### config.mk
export PLATFORM = sky130hd
export DESIGN_NAME = encoder164_stream
export DESIGN_NICKNAME = d
export VERILOG_FILES = /design/src/rtl/encoder_pkg.sv /design/src/rtl/encoder164_stream_prio_sel16.sv /design/src/rtl/encoder164_stream.sv
export SDC_FILE = /design/constraint.sdc
export NUM_CORES = 1
export LEC_CHECK = 0
export CAP_MARGIN = 25
export CORE_ASPECT_RATIO = 1.5
export CORE_MARGIN = 10
export CORE_UTILIZATION = 25
export CTS_CLUSTER_DIAMETER = 100
export DETAILED_ROUTE_END_ITERATION = 7
export PLACE_DENSITY_LB_ADDON = 0.1
export SLEW_MARGIN = 20
export SYNTH_ARGS = -nofsm -noshare
export SYNTH_HDL_FRONTEND = slang
export SYNTH_HIERARCHICAL = 1
export SYNTH_SLANG_ARGS = --single-unit
### constraint.sdc
create_clock -name clk -period 6.5 [get_ports clk]
set_input_delay 0.975 -clock clk [delete_from_list [all_inputs] [get_ports clk]]
set_output_delay 0.975 -clock clk [all_outputs]
set_load 0.1 [all_outputs]
### src/rtl/encoder_pkg.sv
// Shared constants, FSM state type and popcount helper for the 16-to-4 stream encoder.
package encoder_pkg;

  localparam int REQ_N = 16;
  localparam int IDX_W = 4;
  localparam int CNT_W = 5;

  typedef enum logic {
    IDLE  = 1'b0,
    OFFER = 1'b1
  } state_t;

  function automatic logic [CNT_W-1:0] popcount16(input logic [REQ_N-1:0] v);
    logic [CNT_W-1:0] cnt;
    cnt = '0;
    for (int i = 0; i < REQ_N; i++) begin
      cnt = cnt + CNT_W'(v[i]);
    end
    return cnt;
  endfunction

endpackage

### src/rtl/encoder164_stream_prio_sel16.sv
// Combinational 16-way selector: first set bit of mask at index >= start_i, wrapping 15 -> 0.
module prio_sel16
  import encoder_pkg::*;
(
  input  logic [REQ_N-1:0] mask_i,
  input  logic [IDX_W-1:0] start_i,
  output logic [IDX_W-1:0] idx_o,
  output logic             found_o
);

  logic [IDX_W-1:0] j;

  always_comb begin
    idx_o   = '0;
    found_o = 1'b0;
    j       = '0;
    for (int i = 0; i < REQ_N; i++) begin
      // 4-bit add wraps the search window around index 15.
      j = start_i + IDX_W'(i);
      if (!found_o && mask_i[j]) begin
        found_o = 1'b1;
        idx_o   = j;
      end
    end
  end

endmodule

### src/rtl/encoder164_stream.sv
// Sticky 16-bit request register drained one index per valid/ready handshake.
// Define ENCODER164_RR_EN for round-robin selection; default is lowest-index priority.
module encoder164_stream
  import encoder_pkg::*;
(
  input  logic             clk,
  input  logic             rst_n,
  input  logic [REQ_N-1:0] dataIn,
  input  logic             dataInValid,
  output logic [IDX_W-1:0] dataOut,
  output logic             dataOutValid,
  input  logic             dataOutReady,
  output logic [REQ_N-1:0] pending,
  output logic [CNT_W-1:0] pendCount,
  output state_t           dbg_state_o
);

  // Handshake: dataOutValid && dataOutReady at the rising edge. dataOut and
  // dataOutValid are registered and never change while waiting for ready.
  state_t           state_q;
  logic [REQ_N-1:0] pending_q, pending_d;
  logic [IDX_W-1:0] data_out_q;
  logic             data_out_valid_q;

  logic             hs;
  logic [REQ_N-1:0] clr_mask;
  logic [REQ_N-1:0] pend_cleared;
  logic [IDX_W-1:0] sel_start;
  logic [IDX_W-1:0] sel_idx;
  logic             sel_found;

  assign hs           = data_out_valid_q && dataOutReady;
  assign clr_mask     = hs ? ({{(REQ_N-1){1'b0}}, 1'b1} << data_out_q) : '0;
  assign pend_cleared = pending_q & ~clr_mask;
  // New requests are OR-ed after the clear, so a re-request survives its own handshake.
  assign pending_d    = pend_cleared | (dataInValid ? dataIn : '0);

`ifdef ENCODER164_RR_EN
  logic [IDX_W-1:0] ptr_q, ptr_d;

  assign ptr_d     = hs ? (data_out_q + IDX_W'(1)) : ptr_q;
  assign sel_start = ptr_d;

  always_ff @(posedge clk or negedge rst_n) begin
    if (!rst_n) begin
      ptr_q <= '0;
    end else begin
      ptr_q <= ptr_d;
    end
  end
`else
  assign sel_start = '0;
`endif

  // Selection sees only registered pending minus the bit being retired.
  prio_sel16 u_sel (
    .mask_i  (pend_cleared),
    .start_i (sel_start),
    .idx_o   (sel_idx),
    .found_o (sel_found)
  );

  always_ff @(posedge clk or negedge rst_n) begin
    if (!rst_n) begin
      state_q          <= IDLE;
      pending_q        <= '0;
      data_out_q       <= '0;
      data_out_valid_q <= 1'b0;
    end else begin
      pending_q <= pending_d;
      case (state_q)
        IDLE: begin
          if (sel_found) begin
            data_out_q       <= sel_idx;
            data_out_valid_q <= 1'b1;
            state_q          <= OFFER;
          end
        end
        OFFER: begin
          if (hs) begin
            if (sel_found) begin
              data_out_q <= sel_idx;
            end else begin
              data_out_valid_q <= 1'b0;
              state_q          <= IDLE;
            end
          end
        end
        default: begin
          data_out_valid_q <= 1'b0;
          state_q          <= IDLE;
        end
      endcase
    end
  end

  assign dataOut      = data_out_q;
  assign dataOutValid = data_out_valid_q;
  assign pending      = pending_q;
  assign pendCount    = popcount16(pending_q);
  assign dbg_state_o  = state_q;

endmodule

==> flow_summary_export.csv <==
group,metric,value,unit
floorplanning,die-area,0.0208,mm²
detailed_routing,drt_iter0_drc,175,
grt,grt.total_usage,0.140,
clock_tree,postCtsSetupRepairBufs,0,
clock_tree,cts_buffer_depth,2,
critical_path,cpPeakStageDelay,1.13,ns
timing,tightest_slew,1.01,ns
detailed_routing,via_count,3527,
critical_path,worstPathArrival,4.27,ns
clock_tree,insertion_delay,0.27,ns
hold_path,min_from,"dbg_state_o$_DFF_PN0_",
timing,finalWorstSetupSlack,1.25,ns
grt,use_met1,0.143,
final_layout,fillerInstances,1596,
critical_path,critPathLaunchType,"register",
floorplanning,core,0.0151,mm²
critical_path,critPathTopFamily,"adder cells",
grt,grt_util_met2,0.268,
timing,setup-violations-final,0,
detailed_routing,avgViaCountPerCell,5.41,
critical_path,cp_common_cell,"fa_1",
clock_tree,ctsHtreeMaxLevel,1,
yosys,synth_edf_count,0,
critical_path,required,5.52,ns
floorplanning,num_rows,55,
final_layout,fin_util,0.308,
place,io_buffers,46,
flow_run,cap_violations,0,
timing,max_freq,190,MHz
detailed_routing,ant_nets,0,
timing,maxSlewHeadroom,0.325,
timing,drv_slew,0,
clock_tree,numCtsBuffers,3,
critical_path,cp_cell_sequence,"inv_1 -> fa_1 -> fa_1 -> fa_1 -> fa_1 -> inv_1 -> ha_1 -> clkdlybuf4s50_1",
grt,grt_util_met3,0.0186,
grt,busiest_layer,"met2",
timing,setup-tns-final,0,ns
grt,grt_max_degree,29,
final_layout,multiInputGateArea,0.00310,mm²
grt,antenna_found_initial,0,
detailed_routing,wire_per_inst,22.2,µm
place,gp_congestion,0.888,
final_layout,drive_above_1_share,0.152,
critical_path,worstSetupStartpoint,"pending[0]$_DFF_PN0_",
clock_tree,clkSinkCount,22,
yosys,synth.distinct_cells,72,
place,place_ws,1.22,ns
yosys,synth-main-ff-cell,"dfrtp_1",
grt,grt-ovfl-total,0,
timing,rsz0062_at_grt,"false",
clock_tree,cts_resized,0,
clock_tree,cts_tree,"yes",
place,dpl-instance-area,0.00453,mm²
final_layout,final_cell_mix,"clkdlybuf4s50_1, inv_1, nand2_1, mux4_2, mux2i_1",
yosys,synthArstFlopShare,1.00,
yosys,synth_area,0.00384,mm²
detailed_routing,routed_wl,14.5,mm
final_layout,regArea,551,µm²
detailed_routing,route.detailed.drc,0,
place,hpwl,11.9,mm
yosys,syn-instance-count,404,
floorplanning,die_h,172,µm
floorplanning,pin_count,47,
critical_path,r2r-start,"dataOut[1]$_DFFE_PN0P_",
yosys,postSynthRegisterBits,22,
yosys,syn_avg_cell_area,9.52,µm²
yosys,yosysWarningCount,6,
grt,grt_pass1_vias,3774,
final_layout,final_common_cell,"clkdlybuf4s50_1",
detailed_routing,drtPass1Iterations,4,
hold_path,min-delay-path-class,"reg -> reg",
timing,hold_viol,0,
timing,fin_skew,0.00572,ns
critical_path,worst-path-max-fanout,3,
floorplanning,start_util,0.255,
yosys,yosysSeqAreaShare,0.143,
floorplanning,chipWidth,121,µm
final_layout,diodes,0,
timing,fin_crit,5.25,ns
clock_tree,clk_pin_slew_worst_paths,0.07,ns
critical_path,cp_slowest_cell,"clkdlybuf4s50_1",
clock_tree,root_buffer,"clkbuf_16",
timing,finalCritPeriodShare,0.808,
run_status,outcome,"finished, final reports clean",
final_layout,nets,496,
critical_path,path_buf_inv,3,
final_layout,fin_area,0.00464,mm²
final_layout,area_delta_synth_final,20.6,%
grt,grt_pass1_wl,22.8,mm
clock_tree,cts.hold.buffers_added,0,
critical_path,path_class,"reg -> out",
critical_path,end_kind,"primary output",
## through the flow
stage	cells	hold WS [ns]
6_report	652	0.587
5_1_grt	652	0.627
4_1_cts	652	0.598
3_5_place_dp	648	0.571
3_3_place_gp	648	0.584
2_1_floorplan	419	0.679
## layer usage
metal / vias to the layer above / part of all wire
li1: 1622 / -
met1: 1785 / 0.36
met2: 87 / 0.55
met3: 33 / 0.034
met4: 0 / 0.054
met5: - / 0
## sequential cells by signal, summed over array words and instances (netlist names)
register and flops:
dataOut 4, pending 16, dbg_state_o 1, dataOutValid 1
## kinds of logic (layout without fill, tap and decap cells)
group / count (synthesis) / in the layout / share of synthesized area
other cells: 1 / 16 / 0.000975
xor+xnor: 12 / 12 / 0.0293
flops: 22 / 22 / 0.143
simple gates: 94 / 94 / 0.136
compound gates: 118 / 118 / 0.223
buf+inv: 59 / 93 / 0.0641
fa+ha+maj: 22 / 22 / 0.0911
mux: 76 / 76 / 0.312
## worst paths after layout
| kind | end | cells after the start | slack (ns) |
|---|---|---|---|
| min reg2reg | dataOutValid$_DFFE_PN0P_ | 1 | 0.59 |
| min in group asynchronous | dataOut[1]$_DFFE_PN0P_ | 2 | 1.06 |
| max reg2reg | dataOut[3]$_DFFE_PN0P_ | 11 | 2.15 |
| min | dataOutValid$_DFFE_PN0P_ | 1 | 0.59 |
| max in group asynchronous | pending[3]$_DFF_PN0_ | 2 | 5.19 |
| max | pendCount[0] | 8 | 1.25 |
## cell usage after synthesis (4+ instances only)
cell / n / area (µm²)
fa_1: 10 / 200
inv_1: 38 / 143
nand3_1: 10 / 50.1
buf_2: 8 / 40.0
o21a_1: 18 / 135
and2_1: 6 / 37.5
xnor2_1: 9 / 78.8
ha_1: 12 / 150
nand2_1: 28 / 105
o211ai_1: 5 / 37.5
mux2i_1: 27 / 270
a211oi_1: 5 / 37.5
mux4_2: 27 / 608
nor2_1: 12 / 45.0
a21o_1: 18 / 135
o22ai_1: 5 / 31.3
a31oi_1: 5 / 31.3
mux2_2: 14 / 158
mux4_1: 4 / 105
o21ai_0: 13 / 65.1
dfrtp_1: 22 / 551
nand2b_1: 7 / 43.8
nor2b_1: 5 / 31.3
mux2_4: 4 / 60.1
clkbuf_1: 10 / 37.5
a21oi_1: 13 / 65.1
## final cells by class
cell class,instances,share of cell area
inverter,39,0.0316
tap,199,0.0537
sequential,22,0.119
timing repair buffer,50,0.104
clock buffer,3,0.0162
clock inverter,1,0.00648
multi-input combinational,338,0.670
Power is not shown: default switching activity piles up to over one toggle a cycle in this logic, so the estimate is an artifact.
